==> src/rtl/fmul_front_r4.sv <==
// -----------------------------------------------------------------------------
// fmul_front_r4
// Front end of a single-precision fused multiply-add. Two register stages:
//   S1 decodes a and b (sign, exponent, significand, NaN/inf/zero/subnormal)
//      and captures op_c, fma_op, rm_i, rd_i and p_start.
//   S2 forms the 24x24 significand product, the biased product exponent,
//      the product sign and the product class for the downstream adder.
//
// Build option:
//   FMUL_FRONT_SUBNORM_EN  defined   : subnormals use hidden bit 0, exponent 1
//                          undefined : subnormals are treated as signed zero
//
// Ports:
//   clk, rst            clock, asynchronous active-high reset
//   en                  advance enable (0 holds every stage)
//   clear[1:0]          per-stage flush, bit0 = S1, bit1 = S2
//   p_start             operation valid for the operands sampled this cycle
//   op_a, op_b, op_c    IEEE-754 single operands, result is a*b +/- c
//   fma_op              00 fmadd, 01 fmsub, 10 fnmsub, 11 fnmadd
//   rm_i, rd_i          rounding mode and destination register
//   num1_*              product exponent, significand, sign and class
//   num2, add_sub       op_c passthrough and add(0)/subtract(1) select
//   rm_o, rd_o          rounding mode and destination register at S2
//   p_result, invalid   output valid, inf*0 detected
//   uu_rd[0:1]          destination register held in S1 and S2
// -----------------------------------------------------------------------------
module fmul_front_r4 (
  input  logic        clk,
  input  logic        rst,
  input  logic        en,
  input  logic [1:0]  clear,
  input  logic        p_start,
  input  logic [31:0] op_a,
  input  logic [31:0] op_b,
  input  logic [31:0] op_c,
  input  logic [1:0]  fma_op,
  input  logic [2:0]  rm_i,
  input  logic [4:0]  rd_i,
  output logic [9:0]  num1_exp,
  output logic [47:0] num1_mant,
  output logic        num1_sign,
  output logic        num1_is_NaN,
  output logic        num1_is_inf,
  output logic        num1_is_zero,
  output logic [31:0] num2,
  output logic        add_sub,
  output logic [2:0]  rm_o,
  output logic [4:0]  rd_o,
  output logic        p_result,
  output logic        invalid,
  output logic [4:0]  uu_rd [0:1]
);

  // Operand field decode (combinational, feeds S1)
  logic       w_a_exp_max, w_a_exp_zero, w_a_frac_nz;
  logic       w_b_exp_max, w_b_exp_zero, w_b_frac_nz;

  assign w_a_exp_max  = &op_a[30:23];
  assign w_a_exp_zero = ~|op_a[30:23];
  assign w_a_frac_nz  = |op_a[22:0];
  assign w_b_exp_max  = &op_b[30:23];
  assign w_b_exp_zero = ~|op_b[30:23];
  assign w_b_frac_nz  = |op_b[22:0];

  // S1 registers
  logic        r_s1_valid;
  logic        r_a_sign, r_b_sign;
  logic [7:0]  r_a_exp, r_b_exp;
  logic [23:0] r_a_sig, r_b_sig;
  logic        r_a_nan, r_a_inf, r_a_zero, r_a_sub;
  logic        r_b_nan, r_b_inf, r_b_zero, r_b_sub;
  logic [31:0] r_s1_c;
  logic [1:0]  r_s1_fma;
  logic [2:0]  r_s1_rm;
  logic [4:0]  r_s1_rd;

  // S1: capture decoded operands. The hidden bit is simply "exponent nonzero",
  // so subnormals already carry a 0 hidden bit here.
  always_ff @(posedge clk or posedge rst) begin
    if (rst) begin
      r_s1_valid <= 1'b0;
      r_a_sign <= 1'b0; r_b_sign <= 1'b0;
      r_a_exp  <= '0;   r_b_exp  <= '0;
      r_a_sig  <= '0;   r_b_sig  <= '0;
      r_a_nan  <= 1'b0; r_a_inf  <= 1'b0; r_a_zero <= 1'b0; r_a_sub <= 1'b0;
      r_b_nan  <= 1'b0; r_b_inf  <= 1'b0; r_b_zero <= 1'b0; r_b_sub <= 1'b0;
      r_s1_c   <= '0;   r_s1_fma <= '0;   r_s1_rm  <= '0;   r_s1_rd <= '0;
    end else if (clear[0]) begin
      r_s1_valid <= 1'b0;
      r_a_sign <= 1'b0; r_b_sign <= 1'b0;
      r_a_exp  <= '0;   r_b_exp  <= '0;
      r_a_sig  <= '0;   r_b_sig  <= '0;
      r_a_nan  <= 1'b0; r_a_inf  <= 1'b0; r_a_zero <= 1'b0; r_a_sub <= 1'b0;
      r_b_nan  <= 1'b0; r_b_inf  <= 1'b0; r_b_zero <= 1'b0; r_b_sub <= 1'b0;
      r_s1_c   <= '0;   r_s1_fma <= '0;   r_s1_rm  <= '0;   r_s1_rd <= '0;
    end else if (en) begin
      r_s1_valid <= p_start;
      r_a_sign <= op_a[31];
      r_b_sign <= op_b[31];
      r_a_exp  <= op_a[30:23];
      r_b_exp  <= op_b[30:23];
      r_a_sig  <= {~w_a_exp_zero, op_a[22:0]};
      r_b_sig  <= {~w_b_exp_zero, op_b[22:0]};
      r_a_nan  <= w_a_exp_max & w_a_frac_nz;
      r_a_inf  <= w_a_exp_max & ~w_a_frac_nz;
      r_a_zero <= w_a_exp_zero & ~w_a_frac_nz;
      r_a_sub  <= w_a_exp_zero & w_a_frac_nz;
      r_b_nan  <= w_b_exp_max & w_b_frac_nz;
      r_b_inf  <= w_b_exp_max & ~w_b_frac_nz;
      r_b_zero <= w_b_exp_zero & ~w_b_frac_nz;
      r_b_sub  <= w_b_exp_zero & w_b_frac_nz;
      r_s1_c   <= op_c;
      r_s1_fma <= fma_op;
      r_s1_rm  <= rm_i;
      r_s1_rd  <= rd_i;
    end
  end

  // Subnormal handling: either an effective exponent of 1, or fold into zero
  logic [7:0] w_a_eff, w_b_eff;
  logic       w_a_zcls, w_b_zcls;
`ifdef FMUL_FRONT_SUBNORM_EN
  assign w_a_eff  = r_a_sub ? 8'd1 : r_a_exp;
  assign w_b_eff  = r_b_sub ? 8'd1 : r_b_exp;
  assign w_a_zcls = r_a_zero;
  assign w_b_zcls = r_b_zero;
`else
  assign w_a_eff  = r_a_exp;
  assign w_b_eff  = r_b_exp;
  assign w_a_zcls = r_a_zero | r_a_sub;
  assign w_b_zcls = r_b_zero | r_b_sub;
`endif

  // Product class, priority NaN > inf > zero; inf*0 is an invalid NaN
  logic        w_inv, w_nan, w_inf, w_zero;
  logic [47:0] w_prod;
  logic [9:0]  w_exp;

  assign w_inv  = (r_a_inf & w_b_zcls) | (w_a_zcls & r_b_inf);
  assign w_nan  = r_a_nan | r_b_nan | w_inv;
  assign w_inf  = (r_a_inf | r_b_inf) & ~w_nan;
  assign w_zero = (w_a_zcls | w_b_zcls) & ~w_nan & ~w_inf;
  assign w_prod = {24'd0, r_a_sig} * {24'd0, r_b_sig};
  // 10-bit two's complement, wraps freely so underflow stays visible downstream
  assign w_exp  = {2'b00, w_a_eff} + {2'b00, w_b_eff} - 10'd127;

  // S2: product stage, drives the outputs directly
  always_ff @(posedge clk or posedge rst) begin
    if (rst) begin
      p_result <= 1'b0; invalid <= 1'b0;
      num1_exp <= '0; num1_mant <= '0; num1_sign <= 1'b0;
      num1_is_NaN <= 1'b0; num1_is_inf <= 1'b0; num1_is_zero <= 1'b0;
      num2 <= '0; add_sub <= 1'b0; rm_o <= '0; rd_o <= '0;
    end else if (clear[1]) begin
      p_result <= 1'b0; invalid <= 1'b0;
      num1_exp <= '0; num1_mant <= '0; num1_sign <= 1'b0;
      num1_is_NaN <= 1'b0; num1_is_inf <= 1'b0; num1_is_zero <= 1'b0;
      num2 <= '0; add_sub <= 1'b0; rm_o <= '0; rd_o <= '0;
    end else if (en) begin
      p_result     <= r_s1_valid;
      invalid      <= w_inv;
      num1_exp     <= w_zero ? 10'd0 : w_exp;
      num1_mant    <= w_zero ? 48'd0 : w_prod;
      num1_sign    <= r_a_sign ^ r_b_sign ^ r_s1_fma[1];
      num1_is_NaN  <= w_nan;
      num1_is_inf  <= w_inf;
      num1_is_zero <= w_zero;
      num2         <= r_s1_c;
      add_sub      <= r_s1_fma[0];
      rm_o         <= r_s1_rm;
      rd_o         <= r_s1_rd;
    end
  end

  assign uu_rd[0] = r_s1_rd;
  assign uu_rd[1] = rd_o;

endmodule

==> config.mk <==
export PLATFORM = sky130hd
export DESIGN_NAME = fmul_front_r4
export DESIGN_NICKNAME = d
export VERILOG_FILES = /design/src/rtl/fmul_front_r4.sv
export SDC_FILE = /design/constraint.sdc
export NUM_CORES = 2
export LEC_CHECK = 0
export CORE_AREA = 8 8 287 233
export CTS_BUF_LIST = sky130_fd_sc_hd__clkbuf_4
export CTS_CLUSTER_SIZE = 16
export DETAILED_ROUTE_END_ITERATION = 8
export DIE_AREA = 0 0 295 241
export GPL_TIMING_DRIVEN = 0
export PLACE_DENSITY_LB_ADDON = 0.25
export SKIP_CTS_REPAIR_TIMING = 1
export SYNTH_ARGS = -nofsm -noshare
export SYNTH_HDL_FRONTEND = slang
export SYNTH_SLANG_ARGS = --single-unit
==> constraint.sdc <==
create_clock -name clk -period 8.5 [get_ports clk]
set_input_delay 1.7 -clock clk [delete_from_list [all_inputs] [get_ports clk]]
set_output_delay 1.7 -clock clk [all_outputs]
set_load 0.01 [all_outputs]
# == After elaboration in Yosys (flattened, before gate mapping) ==
# Cells that the tools add are included.
# word_totals
reg_bits,222
latch_bits,0
ramBits,0
mem_bits_ro,0
input_bits,112
output_inout_bits,115
word_cells,134
memories,0
# op_classes
add_sub_neg,2
n_mul,1
div_mod_pow,0
n_lt_le_gt_ge,0
n_eq_ne,0
n_shift,0
mux,64
bitwise_logic,26
n_reduce_logical,10
# ops
operator,n
two-way mux 48 bit,3
two-way mux 32 bit,4
two-way mux 24 bit,4
multiplier 24 x 24 -> 48 bit,1
OR reduction 23 bit,2
two-way mux 1 bit,36
two-way mux 8 bit,4
two-way mux 10 bit,3
two-way mux 5 bit,4
AND reduction 8 bit,2
OR reduction 8 bit,2
bitwise AND 1 bit,13
two-way mux 3 bit,4
"subtractor 9 x 7 -> 10 bit, second input constant",1
adder 8 x 8 -> 9 bit,1
OR 1 bit,7
two-way mux 2 bit,2
inverter 1 bit,4
nonzero test 2 bit,2
zero test 1 bit,2
XOR 1 bit,2

# == Longest topological paths before layout ==
# depth
depth_word,11
ltp_mapped,27
mapped_depth_nobuf,24

# == Worst setup path after synthesis ==
# No wires, ideal clock.
# synth_path
kind,reg-to-reg
startpoint,register r_b_sig[3]
endpoint,register num1_mant[42]
setup_ns,0.122
arrival_ns,6.512
required_time_ns,8.378
setup_slack_ns,1.866
stages_incl_launch_ff,27
n_path_buf,2
period_less_slack_ns,6.634
path_cell_list,dfrtp_1 > clkbuf_1 > clkbuf_1 > nand2_1 > fa_1 > inv_1 > fa_1 > inv_1 > fa_1 > inv_1 > fa_1 > inv_1 > fa_1 > inv_1 > fa_1 > inv_1 > fa_1 > inv_1 > ha_1 > a21oi_1 > nand2_1 > a221oi_2 > a21oi_2 > o211ai_2 > a211oi_2 > or3_1 > a32o_1
# synth_via
elab_chain_cells,4
# synth_lines
item,line_no,text
start: declaration,69,"logic [23:0] r_a_sig, r_b_sig;"
start signal: assignment,103,"r_b_sig <= {~w_b_exp_zero, op_b[22:0]};"
multiplier 24 x 24 -> 48 bit,143,"assign w_prod = {24'd0, r_a_sig} * {24'd0, r_b_sig};"
two-way mux 48 bit,163,num1_mant <= w_zero ? 48'd0 : w_prod;
two-way mux 48 bit,159,end else if (en) begin
two-way mux 48 bit,154,end else if (clear[1]) begin
end signal: assignment,163,
end: declaration,40,"output logic [47:0] num1_mant,"
# No other way between the ends. The select of a mux whose other input is x is not followed.
# A chain may end at the register's enable or synchronous reset.

# == Final worst setup path ==
# layout_path
startpoint,register r_a_sig[13]
endpoint,register num1_mant[47]
# layout_via
elab_chain_cells,4
# layout_lines
item,line_no,text
start: declaration,69,
start signal: assignment,102,"r_a_sig <= {~w_a_exp_zero, op_a[22:0]};"
multiplier 24 x 24 -> 48 bit,143,
two-way mux 48 bit,163,
two-way mux 48 bit,159,
two-way mux 48 bit,154,
# No other way between the ends. The select of a mux whose other input is x is not followed.

==> flow_summary_export.csv <==
group,metric,value,unit
place,gp_congestion,0.973,
critical_path,cp_max_fo,10,
hold_path,whs_path_depth,2,
flow_run,drv_cap,0,
grt,grt.overflow.total,0,
grt,grt_max_degree,81,
drt,drc,0,
yosys,synth_top_cell_by_area,"fa_1",
critical_path,max_stage_delay,0.67,ns
timing,tightest_slew,1.09,ns
hold_path,whs_endpoint,"num1_mant[15]",
yosys,syn_nets,3788,
final_layout,nFillCells,5866,
hold_path,hp-start,"num1_mant[15]",
floorplan,die_x,295,um
clock_network,cts_tree,"done",
timing,finalCritPeriodShare,97.4,%
floorplan,die_h,241,um
clock_network,cts_buffers,53,
timing,skew,0.0394,ns
critical_path,rr_endpoint,"num1_mant[47]",
critical_path,reg2regPathDepth,25,
clock_network,clk_latency,0.73,ns
yosys,yosysMostFrequentCell,"inv_1",
drt,drtAntennaViolNets,0,
critical_path,crit_arrival,8.88,ns
timing,slew_headroom,27.4,%
yosys,synthArstFlopShare,100,%
drt,dr.pass1.iters,5,
power,ir_worst_vdd,0.133,mV
yosys,synth.area.top_cells,"fa_1, dfrtp_1, ha_1",
outcome,status,"complete, no violations",
critical_path,end_kind,"flip-flop",
drt,drt-initial-drc-count,1654,
critical_path,crit_family,"adder cells",
clock_network,clkTransAtPathRegs,0.08,ns
critical_path,cp-start-kind,"flip-flop",
clock_network,h-tree-depth,2,
yosys,yosysWarnings,0,
critical_path,crit_slowest_cell,"clkbuf_1",
timing,hold_violations,0,
floorplan,initial_core_util,45.5,%
clock_network,clkSinkCount,222,
drt,wire_per_inst,21.8,um
yosys,synth_edf_count,0,
drt,wl,90800,um
grt,grt_pass1_vias,22800,
final_layout,synthToLayoutAreaGrowth,14.0,%
clock_network,clk_path_buf_depth,3,
critical_path,path_class,"reg -> reg",
power,p_per_area,114,nW/um^2
final_layout,utilization,51.9,%
yosys,syn_area,28200,um^2
drt,vias_per_cell,5.30,
timing,whs,0.482,ns
timing,fin_crit,8.28,ns
grt,globalRouteTotalUtil,25.9,%
final_layout,drive_above_1_share,3.32,%
yosys,ys_seq_area_share,19.7,%
yosys,synth_top_area_share,34.2,%
floorplan,num_rows,82,
hold_path,hold_class,"reg -> reg",
grt,antenna_found_initial,8,
yosys,yosysUniqueCellTypes,64,
yosys,avgSynthCellArea,9.40,um^2
yosys,synth_common_cells,"inv_1, fa_1, nand2_1, and2_1, dfrtp_1",
place,place.port_buffers,224,
critical_path,crit_required,9.10,ns
yosys,synth_flop_cell,"dfrtp_1",
place,dp.final_hpwl,74800,um
critical_path,rr_startpoint,"r_a_sig[13]",
timing,max_freq,121,MHz
grt,grt_pass1_wl,139000,um
critical_path,critPathBufInv,8,
power,p_leak,15.9,nW
floorplan,core-area,62100,um^2
yosys,syn_inst,3004,
drt,num_vias,22000,
final_layout,nNetsFinal,4068,
critical_path,rrSetupSlack,0.22,ns
floorplan,dieArea,71100,um^2
power,power,3.68,mW
clock_network,root_buffer,"clkbuf_4",
timing,setup_viol,0,
timing,finalMaxSlewViolations,0,
yosys,ys_seq_elements,222,
floorplan,io_pins,227,
==> worst min-delay path, stage by stage, from the launching register on <==
cell,delay (ns)
dfrtp_1,0.34
nand2_1,0.05
o21ai_0,0.06
==> metal layers <==
layer	GRT usage (%)	share of wire, %	vias up
li1	-	-	9709
met1	37.2	43	11100
met2	39.0	43	1025
met3	6.54	11	156
met4	7.06	2.8	0
met5	0	0	-
==> worst max path at each step <==
| stage | start | end | slack, ns | cells past startpoint |
|---|---|---|---|---|
| 2_1_floorplan | rst | add_sub | 0.72 | 1 |
| 3_3_place_gp | rst | r_a_sig[16] | -2.40 | 2 |
| 3_5_place_dp | r_b_sig[17] | num1_mant[45] | 0.26 | 24 |
| 4_1_cts | r_b_sig[17] | num1_mant[45] | 0.24 | 24 |
| 5_1_grt | r_b_sig[3] | num1_mant[45] | -0.03 | 24 |
| 6_report | r_a_sig[13] | num1_mant[47] | 0.22 | 25 |
==> cell type report <==
cell class | count | area, um^2 | share of cell area [%]
plain buffers | 163 | 647 | 2.01
diodes | 5 | 12.5 | 0.0388
clock buffers | 67 | 503 | 1.56
multi-input cells | 2039 | 19900 | 61.7
well taps | 840 | 1050 | 3.26
repair buffers | 226 | 2300 | 7.13
inverters | 579 | 2180 | 6.77
clock inverters | 13 | 91.3 | 0.284
flip-flops and latches | 222 | 5560 | 17.2
==> report_power, final <==
group          total, mW  leakage [nW]  switching, mW  internal [mW]
Sequential          1.22          2.99         0.0834           1.13
Combinational       1.62          12.6          0.989          0.629
Clock              0.848         0.350          0.452          0.396
==> state kept, by name (all words and copies together), names as in the netlist, 2 cells and up <==
signal	cells
num1_mant	48
num1_exp	10
r_a_sig	24
r_s1_rd	5
r_s1_fma	2
r_s1_c	32
r_b_sig	24
rm_o	3
r_b_exp	8
num2	32
rd_o	5
r_a_exp	8
r_s1_rm	3
==> cells in the final DEF, fill, tap and decap left out, types with 6 or more instances in the layout <==
cell type | Yosys | routed
fa_1 | 483 | 483
or3_1 | 9 | 9
o21bai_1 | 12 | 12
nor4_1 | 13 | 13
a31oi_1 | 6 | 6
xor2_1 | 19 | 19
buf_1 | 12 | 12
o21a_1 | 8 | 8
clkinv_1 | 0 | 7
dfrtp_1 | 222 | 222
a22o_1 | 11 | 11
ha_1 | 189 | 189
clkdlybuf4s50_1 | 0 | 224
nand4_1 | 16 | 16
nor3_1 | 16 | 16
nand3_1 | 15 | 15
o21ai_0 | 65 | 65
inv_1 | 578 | 577
mux2i_1 | 153 | 153
xnor2_1 | 25 | 25
nand2_1 | 376 | 376
clkbuf_4 | 0 | 67
a21o_1 | 13 | 13
clkbuf_1 | 140 | 138
a21oi_1 | 53 | 53
nor2_1 | 200 | 200
and2_1 | 283 | 283
==> cells by family (layout without fill, tap and decap cells) <==
group / Yosys count / after routing / synth area share, %
muxes: 153 / 153 / 5.42
AOI/OAI and AO/OA: 219 / 219 / 5.06
other: 0 / 5 / 0
buffers and inverters: 743 / 1048 / 9.99
adders and majority gates: 672 / 672 / 42.6
xor gates and xnor gates: 44 / 44 / 1.36
and+or+nand+nor: 951 / 951 / 15.9
DFF: 222 / 222 / 19.7
==> per-stage QoR <==
stage               setup WS, ns  setup TNS (ns)  cells  area, um^2
global placement           -2.40         -524.22   4068       31500
detailed placement         0.265               0   4070       31600
floorplan                  0.722               0   3004       28200
global route             -0.0304         -0.0304   4152       32200
CTS                        0.237               0   4150       32200
finish                     0.219               0   4154       32200
Power figures use the tool's default switching activity.
